`src/rtl/ysyx_25040109_mem_arb.sv`:
```
// ysyx_25040109_mem_arb
// Two-master arbiter (IFU fetch, LSU load/store) in front of a single shared
// memory port. One transaction is outstanding at a time.
//
// Ports
//   clock, reset             : single clock, synchronous active-high reset
//   ifu_req_*                : IFU fetch request (valid/ready handshake, addr)
//   ifu_resp_*               : IFU one-cycle response pulse + fetched word
//   lsu_req_*                : LSU request (addr, wen, wdata, wmask)
//   lsu_resp_*               : LSU one-cycle response pulse + load data (0 on store)
//   mem_req_*                : latched request to memory (valid/ready handshake)
//   mem_resp_*               : memory response pulse + read data
//
// Flow: IDLE grants one requester (round-robin on ties), REQ presents the
// latched request until memory accepts, WAIT waits for the response and
// routes it to the owner as a registered one-cycle pulse.
module ysyx_25040109_mem_arb (
  input  logic        clock,
  input  logic        reset,
  input  logic        ifu_req_valid,
  output logic        ifu_req_ready,
  input  logic [31:0] ifu_req_addr,
  output logic        ifu_resp_valid,
  output logic [31:0] ifu_resp_data,
  input  logic        lsu_req_valid,
  output logic        lsu_req_ready,
  input  logic [31:0] lsu_req_addr,
  input  logic        lsu_req_wen,
  input  logic [31:0] lsu_req_wdata,
  input  logic [3:0]  lsu_req_wmask,
  output logic        lsu_resp_valid,
  output logic [31:0] lsu_resp_rdata,
  output logic        mem_req_valid,
  input  logic        mem_req_ready,
  output logic [31:0] mem_req_addr,
  output logic        mem_req_wen,
  output logic [31:0] mem_req_wdata,
  output logic [3:0]  mem_req_wmask,
  input  logic        mem_resp_valid,
  input  logic [31:0] mem_resp_data
);

  typedef enum logic [1:0] {
    IDLE,
    REQ,
    WAIT
  } state_e;

  state_e      state_q, state_d;
  logic        owner_q, owner_d;            // 0 = IFU, 1 = LSU
  logic        last_grant_q, last_grant_d;  // 0 = IFU, 1 = LSU
  logic        txn_wen_q, txn_wen_d;        // store flag kept through WAIT

  logic        mem_req_valid_q, mem_req_valid_d;
  logic [31:0] mem_req_addr_q, mem_req_addr_d;
  logic        mem_req_wen_q, mem_req_wen_d;
  logic [31:0] mem_req_wdata_q, mem_req_wdata_d;
  logic [3:0]  mem_req_wmask_q, mem_req_wmask_d;

  logic        ifu_resp_valid_q, ifu_resp_valid_d;
  logic [31:0] ifu_resp_data_q, ifu_resp_data_d;
  logic        lsu_resp_valid_q, lsu_resp_valid_d;
  logic [31:0] lsu_resp_rdata_q, lsu_resp_rdata_d;

  logic        ifu_grant;
  logic        lsu_grant;

  // On a tie the requester that did not win last time is served.
  always_comb begin
    ifu_grant = 1'b0;
    lsu_grant = 1'b0;
    if (state_q == IDLE) begin
      ifu_grant = ifu_req_valid && (!lsu_req_valid || last_grant_q);
      lsu_grant = lsu_req_valid && (!ifu_req_valid || !last_grant_q);
    end
  end

  always_comb begin
    state_d          = state_q;
    owner_d          = owner_q;
    last_grant_d     = last_grant_q;
    txn_wen_d        = txn_wen_q;
    mem_req_valid_d  = mem_req_valid_q;
    mem_req_addr_d   = mem_req_addr_q;
    mem_req_wen_d    = mem_req_wen_q;
    mem_req_wdata_d  = mem_req_wdata_q;
    mem_req_wmask_d  = mem_req_wmask_q;
    ifu_resp_valid_d = 1'b0;
    ifu_resp_data_d  = ifu_resp_data_q;
    lsu_resp_valid_d = 1'b0;
    lsu_resp_rdata_d = lsu_resp_rdata_q;

    case (state_q)
      IDLE: begin
        if (ifu_grant) begin
          state_d         = REQ;
          owner_d         = 1'b0;
          last_grant_d    = 1'b0;
          txn_wen_d       = 1'b0;
          mem_req_valid_d = 1'b1;
          mem_req_addr_d  = ifu_req_addr;
          mem_req_wen_d   = 1'b0;
          mem_req_wdata_d = '0;
          mem_req_wmask_d = '0;
        end else if (lsu_grant) begin
          state_d         = REQ;
          owner_d         = 1'b1;
          last_grant_d    = 1'b1;
          txn_wen_d       = lsu_req_wen;
          mem_req_valid_d = 1'b1;
          mem_req_addr_d  = lsu_req_addr;
          mem_req_wen_d   = lsu_req_wen;
          mem_req_wdata_d = lsu_req_wdata;
          mem_req_wmask_d = lsu_req_wmask;
        end
      end
      REQ: begin
        if (mem_req_ready) begin
          // addr/wdata stay latched; only the qualifying fields drop.
          state_d         = WAIT;
          mem_req_valid_d = 1'b0;
          mem_req_wen_d   = 1'b0;
          mem_req_wmask_d = '0;
        end
      end
      WAIT: begin
        if (mem_resp_valid) begin
          state_d = IDLE;
          if (owner_q) begin
            lsu_resp_valid_d = 1'b1;
            lsu_resp_rdata_d = txn_wen_q ? '0 : mem_resp_data;
          end else begin
            ifu_resp_valid_d = 1'b1;
            ifu_resp_data_d  = mem_resp_data;
          end
        end
      end
      default: state_d = IDLE;
    endcase
  end

  always_ff @(posedge clock) begin
    if (reset) begin
      state_q          <= IDLE;
      owner_q          <= 1'b0;
      last_grant_q     <= 1'b1;
      txn_wen_q        <= 1'b0;
      mem_req_valid_q  <= 1'b0;
      mem_req_addr_q   <= '0;
      mem_req_wen_q    <= 1'b0;
      mem_req_wdata_q  <= '0;
      mem_req_wmask_q  <= '0;
      ifu_resp_valid_q <= 1'b0;
      ifu_resp_data_q  <= '0;
      lsu_resp_valid_q <= 1'b0;
      lsu_resp_rdata_q <= '0;
    end else begin
      state_q          <= state_d;
      owner_q          <= owner_d;
      last_grant_q     <= last_grant_d;
      txn_wen_q        <= txn_wen_d;
      mem_req_valid_q  <= mem_req_valid_d;
      mem_req_addr_q   <= mem_req_addr_d;
      mem_req_wen_q    <= mem_req_wen_d;
      mem_req_wdata_q  <= mem_req_wdata_d;
      mem_req_wmask_q  <= mem_req_wmask_d;
      ifu_resp_valid_q <= ifu_resp_valid_d;
      ifu_resp_data_q  <= ifu_resp_data_d;
      lsu_resp_valid_q <= lsu_resp_valid_d;
      lsu_resp_rdata_q <= lsu_resp_rdata_d;
    end
  end

  assign ifu_req_ready  = ifu_grant;
  assign lsu_req_ready  = lsu_grant;
  assign mem_req_valid  = mem_req_valid_q;
  assign mem_req_addr   = mem_req_addr_q;
  assign mem_req_wen    = mem_req_wen_q;
  assign mem_req_wdata  = mem_req_wdata_q;
  assign mem_req_wmask  = mem_req_wmask_q;
  assign ifu_resp_valid = ifu_resp_valid_q;
  assign ifu_resp_data  = ifu_resp_data_q;
  assign lsu_resp_valid = lsu_resp_valid_q;
  assign lsu_resp_rdata = lsu_resp_rdata_q;

endmodule

```
`config.mk`:
```
export PLATFORM = sky130hd
export DESIGN_NAME = ysyx_25040109_mem_arb
export DESIGN_NICKNAME = d
export VERILOG_FILES = /design/src/rtl/ysyx_25040109_mem_arb.sv
export SDC_FILE = /design/constraint.sdc
export NUM_CORES = 1
export LEC_CHECK = 0
export CAP_MARGIN = 0
export CORE_AREA = 3 3 119 121
export DETAILED_ROUTE_END_ITERATION = 16
export DIE_AREA = 0 0 122 124
export PLACE_DENSITY = 0.9
export REMOVE_ABC_BUFFERS = 1
export SLEW_MARGIN = 15
export SYNTH_ARGS = -nofsm -noshare
export SYNTH_HDL_FRONTEND = slang
export SYNTH_SLANG_ARGS = --single-unit
```
`constraint.sdc`:
```
create_clock -name clock -period 1.9 [get_ports clock]
set_input_delay 0.38 -clock clock [delete_from_list [all_inputs] [get_ports clock]]
set_output_delay 0.38 -clock clock [all_outputs]
set_load 0.1 [all_outputs]
```
**Yosys cells after proc, flatten, opt, wreduce, memory -nomap -nowiden**

Cells that the tools add are included.

- Eq/ne operators: 5
- Muxes and demuxes: 26
- Bitwise gates (word level): 3
- Reduce and logical (&&, ||, !) cells: 16

Operators with widths:

| kind | count |
|---|---|
| $mux W32 | 5 |
| $mux W4 | 3 |
| $reduce_and A3 Y1 | 4 |
| $mux W1 | 10 |
| $mux W2 | 4 |
| $pmux W4 S2 | 1 |
| $pmux W2 S3 | 1 |
| $ne A2 B2 Y1 const B | 2 |
| $pmux W1 S2 | 2 |
| $reduce_bool A2 Y1 | 2 |
| $logic_not A1 Y1 | 3 |
| $ne A3 B3 Y1 const B | 1 |
| $not A1 Y1 | 3 |
| $reduce_or A3 Y1 | 1 |
| $eq A2 B1 Y1 const B | 1 |
| $eq A2 B2 Y1 const B | 1 |
| $logic_and A1 B1 Y1 | 2 |
| $logic_not A2 Y1 | 1 |
| $logic_or A1 B1 Y1 | 2 |
| $reduce_and A2 Y1 | 1 |

- Flip-flop bits (word level): 141
- Bits of input ports: 139
- Output and inout bits: 138
- Word-level logic and storage cells: 63

**Depth between registers and ports, before layout**

Gate-level depths: netlist (run 1).

- Word-level depth: 7
- Depth in mapped cells: 6
- Depth with buffers taken out: 3

**Least setup slack after synthesis (run 1)**

No wires, ideal clock.

- Kind: flip-flop to output port
- Start point: reg state_q[1]
- End point: out lsu_req_ready
- Arrival time: 2.271 ns
- Required time: 1.520 ns
- Slack: -0.751 ns
- Cell stages (with the launch flop): 4
- Buffers on the path: 1
- Path through: dfxtp_1 > buf_6 > or3b_4 > a21oi_1

- Longest elaborated chain between the ends: 2

RTL lines:

| item | line | text |
|---|---|---|
| from (decl) | 49 | `state_e state_q, state_d;` |
| from (signal assigned) | 158 | `state_q <= state_d;` |
| $logic_not A2 Y1 | 72 | `if (state_q == IDLE) begin` |
| $mux W1 | 72 |  |
| to (decl) | 26 | `output logic lsu_req_ready,` |

Every way passes these cells.

**Final worst setup path (run 1)**

Same ends and word-level chain as after synthesis.

==> results.md, run 1 <==
- Setup CP Type: reg2out
- Clk_skew: ~0.0091 ns
- Pwr Density: roughly 1000 mW/mm^2
- # DRC: 0
- DRT iter0 DRCs: 364
- Crit-path max cell delay: 0.41 ns
- Worst Hold Slack: 0.406 ns
- Largest delay share family, worst path: simple AND/OR/NAND/NOR gates
- Worst Path Arrival: 1.51 ns
- Commonest non-fill, non-tap cell in the layout: buf_4
- Hold_sp: reset
- H-tree Lvls: 4
- WL/cell: 18.0 microns
- Setup crit end kind: primary output
- Final hold vios: 0
- Maxcap violations: 0
- Seq pwr share: 36.1%
- RSZ-0062 raised after global routing: yes
- Final Util: about two thirds
- Logic pwr share: roughly 24%
- Antenna cells: 0
- Crit-path max FO: 3
- Layout cells sized above 1: 27.3%
- CTS tree: done
- Synthesized instance count: 528
- Pin count of the biggest net entering global routing: 59
- Clock Tree Buf Depth: 2
- Pre-Repair DR Iteration Count: 5
- Inserted Clock Buffers: 17
- Hold depth: 3
- Root Driver: clkbuf_16
- Syn avg cell area: roughly 9.7 sq um
- Initial antenna violation count: 0
- Hold buffer count at cts: 0
- First-pass GRT wire length: approximately 27000 microns
- Max-slew headroom: 74.1%
- Switching Power: 0.00290 W
- Worst path slowest cell: or3b_4
- CTS clk-pin slew, worst paths: 0.06 ns
- Reg2reg setup slack: 0.20 ns
- Internal power: 0.00598 W
- Worst Hold Class: in2reg
- Reg2reg start: state_q[1]
- Die area: 0.0151 sq mm
- Total number of vias: 5304
- Yosys reg bits: 141
- Fin. max-slew vios: 0
- Die Ht: 124 microns
- Reg2Reg Capture Point: mem_req_wdata[16]
- CP Buf/Inv Count: 1
- Commonest non-fill, non-tap cells in the layout: buf_4, dfxtp_1, clkdlybuf4s50_1
- Vias per cell: 5.34
- Startpoint Class: flip-flop
- VDD IR max: around 0.6 mV
- Worst path required time: between 1.5 and 2 ns
- Worst hold endpoint: lsu_resp_valid
- Register area share after synthesis: a little under three fifths
- Fmax: between 500 and 600 MHz
- Pleak: approximately 3.6 nW
- Crit-path cells: or3b_4, a21oi_4, buf_12
- Yosys Warn Count: 0
- Chip width: 122 microns
- Rows: 42
- Status: finished clean
- Power share of the clock group: 39.5%
- Final setup fails: 0
- Core Area: 0.0132 sq mm
- Period Utilization, post-route: 99.3%
- # nets final: 943
- Overall routing resource usage: 22.6%
- Post-Route WL: 17800 microns
- Path depth of the worst reg2reg path: 6
- PortBufs: 276
- Area growth syn-to-layout: 70.4%
- Synth cell types: 35
- GP Congestion: 0.811
- Worst Tran Pin Value: 0.388 ns
- Cell area after synthesis: roughly 0.0051 sq mm
- Post-DP HPWL: 12800 microns
- Clock Sinks: 141
- Final ANT Viol Nets: 0
- Initial Util: 38.8%
- Number of global-route vias before repair: 5171
- Num ports: approximately 280
- Sw frac: approximately 33%
- Minimum clock period: ~1.9 ns
- Total gr overflow: 0
- Skew-Pair Late Insertion Delay: ~0.41 ns
-- kinds of logic (layout without fill, tap and decap cells) --
group,after synthesis,after routing,share of synthesized area (%)
compound gates,207,207,28.1
simple gates,121,121,11.3
buf+inv,59,348,5.38
flops,141,141,55.2
-- worst reg2reg max path: stages, from the launching register on --
cell and delay [ns]:
dfxtp_4 0.35, or3b_4 0.41, buf_4 0.14, buf_4 0.13, nor3b_4 0.21, buf_12 0.23
a22o_1 0.16
-- power groups by stage --
stage	Sequential [W]	Combinational (W)	Clock, W
final	0.00320	0.00217	0.00351
after global routing	0.00321	0.00226	0.00371
after CTS	0.00320	0.00217	0.00357
after detailed placement	0.00326	0.00214	0
after global placement	0.00326	0.00212	0
after floorplan	0.00420	0.000353	0
-- synthesized netlist by cell type --
cell type / n / area (sq um)
or3b_1: 1 / 8.76
nor2_1: 5 / 18.8
or2_0: 1 / 6.26
or3b_2: 1 / 8.76
nor4bb_1: 1 / 10.0
a21oi_1: 67 / 335
a311oi_1: 32 / 280
buf_1: 3 / 11.3
a32oi_1: 1 / 8.76
a211o_1: 1 / 8.76
a41oi_1: 1 / 8.76
clkbuf_1: 33 / 124
a22oi_1: 1 / 7.51
nand4bb_1: 1 / 11.3
nand2b_1: 2 / 12.5
a22o_1: 70 / 613
nor2_4: 1 / 11.3
and2_1: 1 / 6.26
inv_1: 3 / 11.3
o21ai_0: 32 / 160
or3b_4: 1 / 11.3
buf_4: 4 / 30.0
nor2b_1: 1 / 6.26
nor3b_2: 1 / 12.5
nor3_4: 1 / 16.3
or3_1: 2 / 12.5
nand2_1: 66 / 248
nand3b_1: 1 / 7.51
a31oi_1: 1 / 6.26
dfxtp_1: 141 / 2820
nand3_1: 32 / 160
buf_6: 3 / 33.8
buf_2: 13 / 65.1
a21oi_2: 1 / 8.76
and3_1: 2 / 12.5
-- per-stage QoR --
step	power (W)	worst slack (ns)	area [sq um]	instances	TNS [ns]
after floorplan	0.00456	-1.27	4850	472	-83.91
final	0.00888	0.0130	8720	993	0
after global routing	0.00918	-0.0450	8720	993	-0.0450
after global placement	0.00537	-0.154	8030	957	-5.25
after detailed placement	0.00541	-0.199	8030	957	-8.73
after CTS	0.00894	-0.00597	8710	993	-0.00597
-- state kept, by name, indices dropped and copies added (netlist names) --
name / flops
last_grant_q: 1
owner_q: 1
lsu_resp_valid: 1
ifu_resp_valid: 1
mem_req_valid: 1
state_q: 2
mem_req_wmask: 4
lsu_resp_rdata: 32
mem_req_addr: 32
ifu_resp_data: 32
txn_wen_q: 1
mem_req_wen: 1
mem_req_wdata: 32
-- metal layers --
layer / global-route usage, % / wire [microns] / vias to the layer above
li1: - / - / 2506
met1: 24.0 / 6360 / 2476
met2: 40.2 / 9090 / 283
met3: 7.67 / 1800 / 39
met4: 11.1 / 580 / 0
met5: 0 / 0 / -
-- layout make-up --
cell class              instances  area (sq um)
clock buffers                  19           453
clock inverters                13           178
fillers                      1005          4470
inverters                       3          11.3
multi-input cells             328          2070
flip-flops and latches        141          2830
well taps                     176           220
repair buffers                313          2960
-- timing repair --
action                     in CTS  in global routing
buffers inserted                4                  0
resized for setup              10                  1
setup endpoints to repair       2                  2
pin swaps                       2                  0
-- worst max-delay path by stage --
stage | from | slack [ns] | end | depth (start not counted)
floorplan | state_q[1] | -1.27 | ifu_resp_data[0] | 3
global placement | lsu_req_valid | -0.15 | lsu_req_ready | 4
detailed placement | lsu_req_valid | -0.20 | mem_req_wdata[21] | 6
CTS | state_q[1] | -0.006 | lsu_req_ready | 3
global route | state_q[1] | -0.04 | lsu_req_ready | 3
finish | state_q[1] | 0.01 | lsu_req_ready | 3
Note: power is estimated with default switching activity, not from simulation.
==> inputs of run 2 (changes only) <==
Settings changed: GPL_TIMING_DRIVEN from default to 0.
==> results.md, run 2 (synthesis results as in run 1) <==
- Total gr overflow: 0 (unchanged)
- Setup crit end kind: primary output (unchanged)
- Maxcap violations: 0 (unchanged)
- Fmax: 517 MHz (was 530 MHz)
- Final ANT Viol Nets: 0 (unchanged)
- Failing checks: setup timing
- Worst hold endpoint: mem_req_addr[3] (was lsu_resp_valid)
- VDD IR max: 0.518 mV (was 0.602 mV)
- Skew-Pair Late Insertion Delay: 0.41 ns (about the same)
- Status: finished, violations left (was finished clean)
- Inst Count DP: 933 (was 957)
- Initial antenna violation count: 0 (unchanged)
- Initial Util: 38.8% (unchanged)
- Crit-path cells: or3b_4, a21oi_4, buf_12 (unchanged)
- Worst path slowest cell: or3b_4 (unchanged)
- Period Utilization, post-route: 102% (was 99.3%)
- # nets final: 936 (was 943)
- Fin. max-slew vios: 0 (unchanged)
- Worst Hold Class: in2reg (unchanged)
- Post-Route Setup TNS: -0.0359 ns (was 0 ns)
- Startpoint Class: flip-flop (unchanged)
- Pwr Density: 953 mW/mm^2 (was 1020 mW/mm^2)
- Num ports: 277 (unchanged)
- Minimum clock period: 1.94 ns (was 1.89 ns)
- PortBufs: 276 (unchanged)
- DRT iter0 DRCs: 337 (was 364)
- Clock Tree Buf Depth: 2 (unchanged)
- Non-filler cells, final: 986 (was 993)
- Setup CP Type: reg2out (unchanged)
- Antenna cells: 0 (unchanged)
- Post-Route WL: 18100 microns (was 17800 microns)
- Pin count of the biggest net entering global routing: 72 (was 59)
- Clk_skew: 0.00919 ns (was 0.00906 ns)
- Core Area: 0.0132 sq mm (unchanged)
- # DRC: 0 (unchanged)
- Number of global-route vias before repair: 5050 (was 5171)
- RSZ-0062 raised after global routing: yes (unchanged)
- Die area: 0.0151 sq mm (unchanged)
- Hold_sp: reset (unchanged)
- Pre-Repair DR Iteration Count: 4 (was 5)
- Path depth of the worst reg2reg path: 5 (was 6)
- CTS tree: done (unchanged)
- Root Driver: clkbuf_16 (unchanged)
- Layout cells sized above 1: 27.2% (was 27.3%)
- Reg2Reg Capture Point: mem_req_wdata[3] (was mem_req_wdata[16])
- CP Buf/Inv Count: 1 (unchanged)
- WL/cell: 18.4 microns (was 18.0 microns)
- Hold depth: 2 (was 3)
- Crit-path max cell delay: 0.43 ns (was 0.41 ns)
- Final setup fails: 1 (was 0)
- Crit-path max FO: 8 (was 3)
- Vias per cell: 5.33 (was 5.34)
- Post-DP HPWL: 12000 microns (was 12800 microns)
- Overall routing resource usage: 22.9% (was 22.6%)
- First-pass GRT wire length: 27000 microns (was 26700 microns)
- Total number of vias: 5258 (was 5304)
- Pleak: 3.27 nW (was 3.56 nW)
- H-tree Lvls: 4 (unchanged)
- Worst Tran Pin Value: 0.826 ns (was 0.388 ns)
- Rows: 42 (unchanged)
- Final Worst Setup Slack: -0.0359 ns (was 0.0130 ns)
- GP Congestion: 0.778 (was 0.811)
- Inserted Clock Buffers: 17 (unchanged)
- Worst path required time: 1.52 ns (about the same)
- Clock Sinks: 141 (unchanged)
- Max-slew headroom: 44.9% (was 74.1%)
- Largest delay share family, worst path: simple AND/OR/NAND/NOR gates (unchanged)
- Worst Path Arrival: 1.56 ns (was 1.51 ns)
- Die Ht: 124 microns (unchanged)
- Area growth syn-to-layout: 76.5% (was 70.4%)
- Chip width: 122 microns (unchanged)
- Reg2reg start: state_q[1] (unchanged)
- Commonest non-fill, non-tap cell in the layout: dfxtp_1 (was buf_4)
- Reg2reg setup slack: 0.17 ns (was 0.20 ns)
- CTS clk-pin slew, worst paths: 0.06 ns (about the same)
- Commonest non-fill, non-tap cells in the layout: dfxtp_1, clkdlybuf4s15_2, clkdlybuf4s50_1 (was buf_4, dfxtp_1, clkdlybuf4s50_1)
- Final hold vios: 0 (unchanged)
-- run 2: per-stage QoR --
| stage | hold slack [ns] | total power, W | util [%] | setup slack [ns] | instance area [sq um] |
|---|---|---|---|---|---|
| after global routing | 0.184 | 0.00890 | 68.5 | -0.0830 | 9030 |
| after CTS | 0.178 | 0.00863 | 67.6 | -0.108 | 8920 |
| after floorplan | 0.449 | 0.00456 | - | -1.27 | 4850 |
| after global placement | 0.441 | 0.00527 | 59.4 | -3.76 | 7840 |
| after detailed placement | 0.447 | 0.00533 | 61.1 | -1.31 | 8060 |
| final | 0.195 | 0.00860 | 68.5 | -0.0359 | 9030 |
-- run 2: area by class of cell --
cell class / instances / area, sq um
fillers: 931 / 4160
repair buffers: 303 / 3250
flip-flops and latches: 141 / 2830
multi-input cells: 330 / 2110
clock buffers: 20 / 457
well taps: 176 / 220
clock inverters: 12 / 136
inverters: 3 / 15.0
repair inverters: 1 / 7.51
-- run 2: what timing repair did --
action	CTS	global route
endpoints found under the setup margin	251	34
cloned	2	1
buffers inserted	6	12
resized for setup	435	8
hold buffers	0	0
pin swaps	4	1
-- run 2: per-layer routing --
metal  up-vias  part of all wire (%)  track usage, %
met5         -                     0               0
met4         0                   2.4            9.17
met3        32                   9.2            7.99
met2       277                    50            39.6
met1      2453                    38            25.9
li1       2496                     -               -
-- run 2: worst register-to-register path, stage by stage, from the launching register on --
cell and delay (ns):
dfxtp_4 0.37, or3b_4 0.43, buf_4 0.16, nor3b_4 0.33, buf_8 0.22, a22o_1 0.16
-- run 2: worst max path at each step --
stage                   start                end  depth (start not counted)
6_report           state_q[1]      lsu_req_ready                          3
5_1_grt            state_q[1]      lsu_req_ready                          3
4_1_cts            state_q[0]      lsu_req_ready                          3
3_5_place_dp    lsu_req_valid      ifu_req_ready                          4
3_3_place_gp   mem_resp_valid  ifu_resp_data[12]                          4
2_1_floorplan      state_q[1]   ifu_resp_data[0]                          3
-- run 2: where the power goes --
group	switching [W]	internal [W]	leakage [nW]	total, W
clock	0.00127	0.00201	0.283	0.00329
combinational	0.00146	0.000658	1.83	0.00212
sequential	0.0000945	0.00310	1.15	0.00320
total	0.00283	0.00577	3.27	0.00860
